[src/rtl/vector_id_ex_skid.sv]
// ID/EX boundary register for the 8-lane vector datapath.
// A main register feeds EX and a skid register catches one beat while EX stalls.
// in_ready is decoded from the state register only, so it never depends on out_ready.
module vector_id_ex_skid #(
   parameter int unsigned LANE_W = 32,
   parameter int unsigned OP_W   = 5,
   parameter int unsigned RD_W   = 4
) (
   input  logic              clk,
   input  logic              rst_n,
   input  logic              in_valid,
   output logic              in_ready,
   input  logic [LANE_W-1:0] in_lane1,
   input  logic [LANE_W-1:0] in_lane2,
   input  logic [LANE_W-1:0] in_lane3,
   input  logic [LANE_W-1:0] in_lane4,
   input  logic [LANE_W-1:0] in_lane5,
   input  logic [LANE_W-1:0] in_lane6,
   input  logic [LANE_W-1:0] in_lane7,
   input  logic [LANE_W-1:0] in_lane8,
   input  logic [OP_W-1:0]   in_op,
   input  logic [RD_W-1:0]   in_rd,
   input  logic              flush,
   output logic              out_valid,
   input  logic              out_ready,
   output logic [LANE_W-1:0] out_lane1,
   output logic [LANE_W-1:0] out_lane2,
   output logic [LANE_W-1:0] out_lane3,
   output logic [LANE_W-1:0] out_lane4,
   output logic [LANE_W-1:0] out_lane5,
   output logic [LANE_W-1:0] out_lane6,
   output logic [LANE_W-1:0] out_lane7,
   output logic [LANE_W-1:0] out_lane8,
   output logic [OP_W-1:0]   out_op,
   output logic [RD_W-1:0]   out_rd,
   output logic [1:0]        occupancy
);

   localparam int unsigned BEAT_W = 8 * LANE_W + OP_W + RD_W;

   // Encoding equals the number of held beats, so occupancy is the state itself.
   typedef enum logic [1:0] {
      EMPTY = 2'd0,
      ONE   = 2'd1,
      FULL  = 2'd2
   } state_e;

   state_e              state_q, state_d;
   logic [BEAT_W-1:0]   main_q, main_d;
   logic [BEAT_W-1:0]   skid_q, skid_d;
   logic [BEAT_W-1:0]   in_beat;
   logic                accept;
   logic                drain;

   assign in_beat = {in_lane8, in_lane7, in_lane6, in_lane5,
                     in_lane4, in_lane3, in_lane2, in_lane1, in_op, in_rd};

   assign in_ready  = (state_q != FULL);
   assign out_valid = (state_q != EMPTY);
   assign occupancy = 2'(state_q);
   assign accept    = in_valid & in_ready;
   assign drain     = out_valid & out_ready;

   assign {out_lane8, out_lane7, out_lane6, out_lane5,
           out_lane4, out_lane3, out_lane2, out_lane1, out_op, out_rd} = main_q;

   // Next state and register loads; data registers hold unless explicitly loaded.
   always_comb begin
      state_d = state_q;
      main_d  = main_q;
      skid_d  = skid_q;
      if (flush) begin
         // Kill everything; an offered beat and any queued beats are dropped.
         state_d = EMPTY;
      end else begin
         unique case (state_q)
            EMPTY: begin
               if (accept) begin
                  main_d  = in_beat;
                  state_d = ONE;
               end
            end
            ONE: begin
               if (accept && drain) begin
                  main_d = in_beat;
               end else if (accept) begin
                  skid_d  = in_beat;
                  state_d = FULL;
               end else if (drain) begin
                  state_d = EMPTY;
               end
            end
            FULL: begin
               if (drain) begin
                  main_d  = skid_q;
                  state_d = ONE;
               end
            end
            default: state_d = EMPTY;
         endcase
      end
   end

   // State and payload registers with asynchronous clear.
   always_ff @(posedge clk or negedge rst_n) begin
      if (!rst_n) begin
         state_q <= EMPTY;
         main_q  <= '0;
         skid_q  <= '0;
      end else begin
         state_q <= state_d;
         main_q  <= main_d;
         skid_q  <= skid_d;
      end
   end

endmodule

[config.mk]
export PLATFORM = sky130hd
export DESIGN_NAME = vector_id_ex_skid
export DESIGN_NICKNAME = d
export VERILOG_FILES = /design/src/rtl/vector_id_ex_skid.sv
export SDC_FILE = /design/constraint.sdc
export NUM_CORES = 1
export LEC_CHECK = 0
export CAP_MARGIN = 10
export CORE_MARGIN = 2
export CORE_UTILIZATION = 54
export DETAILED_ROUTE_END_ITERATION = 8
export PLACE_DENSITY = 0.95
export SLEW_MARGIN = 15
export SYNTH_ARGS = -nofsm -noshare
export SYNTH_HDL_FRONTEND = slang
export SYNTH_SLANG_ARGS = --single-unit
[constraint.sdc]
create_clock -name clk -period 2.8 [get_ports clk]
set_input_delay 0.42 -clock clk [delete_from_list [all_inputs] [get_ports clk]]
set_output_delay 0.42 -clock clk [all_outputs]
set_load 0.005 [all_outputs]
==> reports/summary.json <==
{
  "hold_viol": {"value": 0},
  "post-route-util": {"value": 73.9, "unit": "%"},
  "initial_antenna_violation_count": {"value": 4},
  "crit-reg2reg-launch": {"value": "occupancy[0]$_DFFE_PN0P_"},
  "clock_insertion_delay_worst_skew": {"value": 0.59, "unit": "ns"},
  "final.fill_count": {"value": 2346},
  "gr-usage-all-layers": {"value": 31.3, "unit": "%"},
  "clk_path_buf_depth": {"value": 3},
  "fmax": {"value": 392, "unit": "MHz"},
  "synth.ff_latch_count": {"value": 532},
  "pin_count": {"value": 539},
  "power.ir.vdd_worst": {"value": 0.646, "unit": "mV"},
  "gp_congestion": {"value": 0.851},
  "run_status": {"value": "finished, final reports clean"},
  "first_global_vias": {"value": 19500},
  "clkTransAtPathRegs": {"value": 0.06, "unit": "ns"},
  "netlist_top_cells_area": {"value": "dfrtp_1 (58%), mux2_2 (13%), nand2_1 (13%)"},
  "timing.critical_path.arrival": {"value": 2.13, "unit": "ns"},
  "crit_chain": {"value": "nor2b_4, inv_8, clkdlybuf4s50_1"},
  "timing.reg2reg.setup_slack": {"value": 0.70, "unit": "ns"},
  "worstSetupStartpointType": {"value": "flop"},
  "synth_cells": {"value": 1990},
  "fin_ws": {"value": 0.249, "unit": "ns"},
  "placedCellCount": {"value": 3006},
  "critical_path.max_fanout": {"value": 62},
  "grt_overflow": {"value": 0},
  "detail_route.wirelength": {"value": 69900, "unit": "um"},
  "required": {"value": 2.38, "unit": "ns"},
  "tritoncts_num_sinks": {"value": 532},
  "postSynthAreaPerCell": {"value": 11.6, "unit": "um2"},
  "cp.buffers_inverters": {"value": 2},
  "finalSetupTns": {"value": 0, "unit": "ns"},
  "yosys_warnings": {"value": 0},
  "final_max_slew_viol_count": {"value": 0},
  "power_density": {"value": 745, "unit": "mW/mm2"},
  "hpwlAfterDp": {"value": 45000, "unit": "um"},
  "cell_depth_of_the_worst_setup_path": {"value": 3},
  "endpoint_of_the_most_critical_register_to_register_path": {"value": "main_q[66]$_DFFE_PN0P_"},
  "ys_types": {"value": 20},
  "layout.cells.most_common_list": {"value": "nand2_1 (797), clkdlybuf4s50_1 (537), dfrtp_1 (532)"},
  "setup.worst_path.class": {"value": "reg -> out"},
  "worst_path_largest_cell_delay": {"value": 0.59, "unit": "ns"},
  "starting_density_of_the_core": {"value": 54.9, "unit": "%"},
  "yosys.area.top_type": {"value": "dfrtp_1"},
  "cp_capture_type": {"value": "primary output"},
  "grt_max_degree": {"value": 144},
  "met1Wirelength": {"value": 24900, "unit": "um"},
  "post_layout_nonfiller_instances": {"value": 3110},
  "wl_met3": {"value": 5400, "unit": "um"},
  "core_area": {"value": 0.0420, "unit": "mm2"},
  "placement.io_buffers": {"value": 538},
  "cts_tree": {"value": "built"},
  "vias": {"value": 17700},
  "synth_largest_type_area_fraction": {"value": 57.7, "unit": "%"},
  "dieWidth": {"value": 211, "unit": "um"},
  "area.growth.synth_to_final": {"value": 34.6, "unit": "%"},
  "cts.repair_timing.setup_buffer_count": {"value": 0},
  "worst_setup_path_endpoint": {"value": "in_ready"},
  "tcrit_tclk_final": {"value": 91.1, "unit": "%"},
  "post_cts_resized": {"value": 0},
  "post_placement_worst_setup_slack": {"value": 0.229, "unit": "ns"},
  "finalWorstPathRequiredPeriod": {"value": 2.55, "unit": "ns"},
  "grt_pass1_wl": {"value": 108000, "unit": "um"},
  "crit_slowest_cell": {"value": "clkdlybuf4s50_1"},
  "placementRows": {"value": 75},
  "power.leakage": {"value": 14.2, "unit": "nW"},
  "dieHeight": {"value": 211, "unit": "um"},
  "via_per_inst": {"value": 5.68},
  "min_path_type": {"value": "in -> async"},
  "layout-drive-gt1-share": {"value": 16.4, "unit": "%"},
  "avgRoutedWirePerCell": {"value": 22.5, "unit": "um"},
  "timing.clock.skew": {"value": 0.0145, "unit": "ns"},
  "detail_route.drc_violations": {"value": 0},
  "grt_setup_unrepaired": {"value": "false"},
  "finalSetupViolCount": {"value": 0},
  "max_slew.worst_pin.slew": {"value": 0.762, "unit": "ns"},
  "cts_max_level": {"value": 2},
  "drv_cap": {"value": 0},
  "synth_sequential_area_ratio": {"value": 57.7, "unit": "%"},
  "mostFrequentLayoutCell": {"value": "nand2_1"},
  "first_iter_violations": {"value": 1588},
  "dieArea": {"value": 0.0444, "unit": "mm2"},
  "dr.pass1.iters": {"value": 6},
  "worst-r2r-cell-count": {"value": 6},
  "worst_slew_margin": {"value": 49.2, "unit": "%"},
  "synth.cell_area": {"value": 0.0231, "unit": "mm2"},
  "highest_layer": {"value": "met5"},
  "timing.critical_path.from": {"value": "occupancy[1]$_DFFE_PN0P_"},
  "route.antenna.remaining_nets": {"value": 0},
  "routed_wire_length_on_met2": {"value": 35500, "unit": "um"},
  "ctsRootBufferMaster": {"value": "clkbuf_16"},
  "finish.net_count": {"value": 2794},
  "worst_path_dominant_cell_family": {"value": "buffers and inverters"},
  "cts-buffers-inserted": {"value": 54},
  "synthesis.nets": {"value": 2260}
}
==> state kept, by name (all words and copies together), names as in the netlist <==
signal / flops
occupancy: 2
skid_q: 265
main_q: 265
==> cell usage after synthesis <==
master and n:
nand2_1 797, dfrtp_1 532, mux2_2 269, mux2_1 261, buf_2 60, buf_4 51, clkbuf_1 6, a21oi_1 2
a21oi_2 1, inv_2 1, nand2b_1 1, nand3b_1 1, nor2_1 1, nor2b_1 1, nor2b_2 1, nor3_1 1
nor3b_2 1, o21a_1 1, o22a_1 1, or2_2 1
==> worst reg2reg max path: cells and delay by family, from the launching register on <==
| kind | cells | cell delay [ns] |
|---|---|---|
| buffers and inverters | 2 | 0.53 |
| DFF | 1 | 0.47 |
| muxes | 1 | 0.40 |
| and+or+nand+nor | 2 | 0.34 |
| AOI/OAI and AO/OA | 1 | 0.24 |
==> cell families after synthesis <==
group	after synthesis	synth area share [%]
flops	532	57.7
compound gates	5	0.152
buf+inv	118	3.07
simple gates	805	13.2
mux	530	25.9
==> where the power goes <==
group / switching (mW) / internal, mW / total (mW)
Combinational: 1.82 / 3.06 / 4.87
Clock: 3.08 / 4.37 / 7.45
Sequential: 1.22 / 9.58 / 10.8
Total: 6.11 / 17.0 / 23.1
==> per-stage QoR <==
stage | cell area [um2] | power (mW) | hold slack, ns
6_report | 31100 | 23.1 | 0.345
4_1_cts | 31000 | 23.2 | 0.351
3_5_place_dp | 29200 | 15.5 | 0.400
5_1_grt | 31100 | 24.0 | 0.370
3_3_place_gp | 29200 | 15.1 | 0.392
2_1_floorplan | 23100 | 12.4 | 0.124
==> routing by layer <==
layer | up-vias | GRT usage [%]
met2 | 871 | 54.5
met1 | 8952 | 34.9
li1 | 7595 | -
met5 | - | 0
met3 | 250 | 8.27
met4 | 2 | 18.0
==> how the worst min path moves through the flow <==
stage / cells after the start / slack (ns) / end / startpoint
3_3_place_gp: 1 / 0.39 / skid_q[216]$_DFFE_PN0P_ / rst_n
5_1_grt: 2 / 0.37 / skid_q[216]$_DFFE_PN0P_ / rst_n
6_report: 2 / 0.34 / skid_q[216]$_DFFE_PN0P_ / rst_n
3_5_place_dp: 1 / 0.40 / skid_q[216]$_DFFE_PN0P_ / rst_n
4_1_cts: 2 / 0.35 / skid_q[216]$_DFFE_PN0P_ / rst_n
2_1_floorplan: 0 / 0.12 / main_q[0]$_DFFE_PN0P_ / rst_n
==> cell type report <==
class	count	area (um2)	share of cell area [%]
inverter	1	11.3	0.0363
sequential	532	13300	42.9
timing repair buffer	595	6130	19.7
clock buffer	81	1660	5.33
clock inverter	19	189	0.608
antenna	3	7.51	0.0242
tap	539	674	2.17
multi-input combinational	1340	9070	29.2
==> what timing repair did <==
item / 4_1_cts / 5_1_grt
hold endpoints to repair: 44 / 0
hold buffers: 1 / 0
endpoints found under the setup margin: 0 / 0
Note: power is estimated with default switching activity, not from simulation.
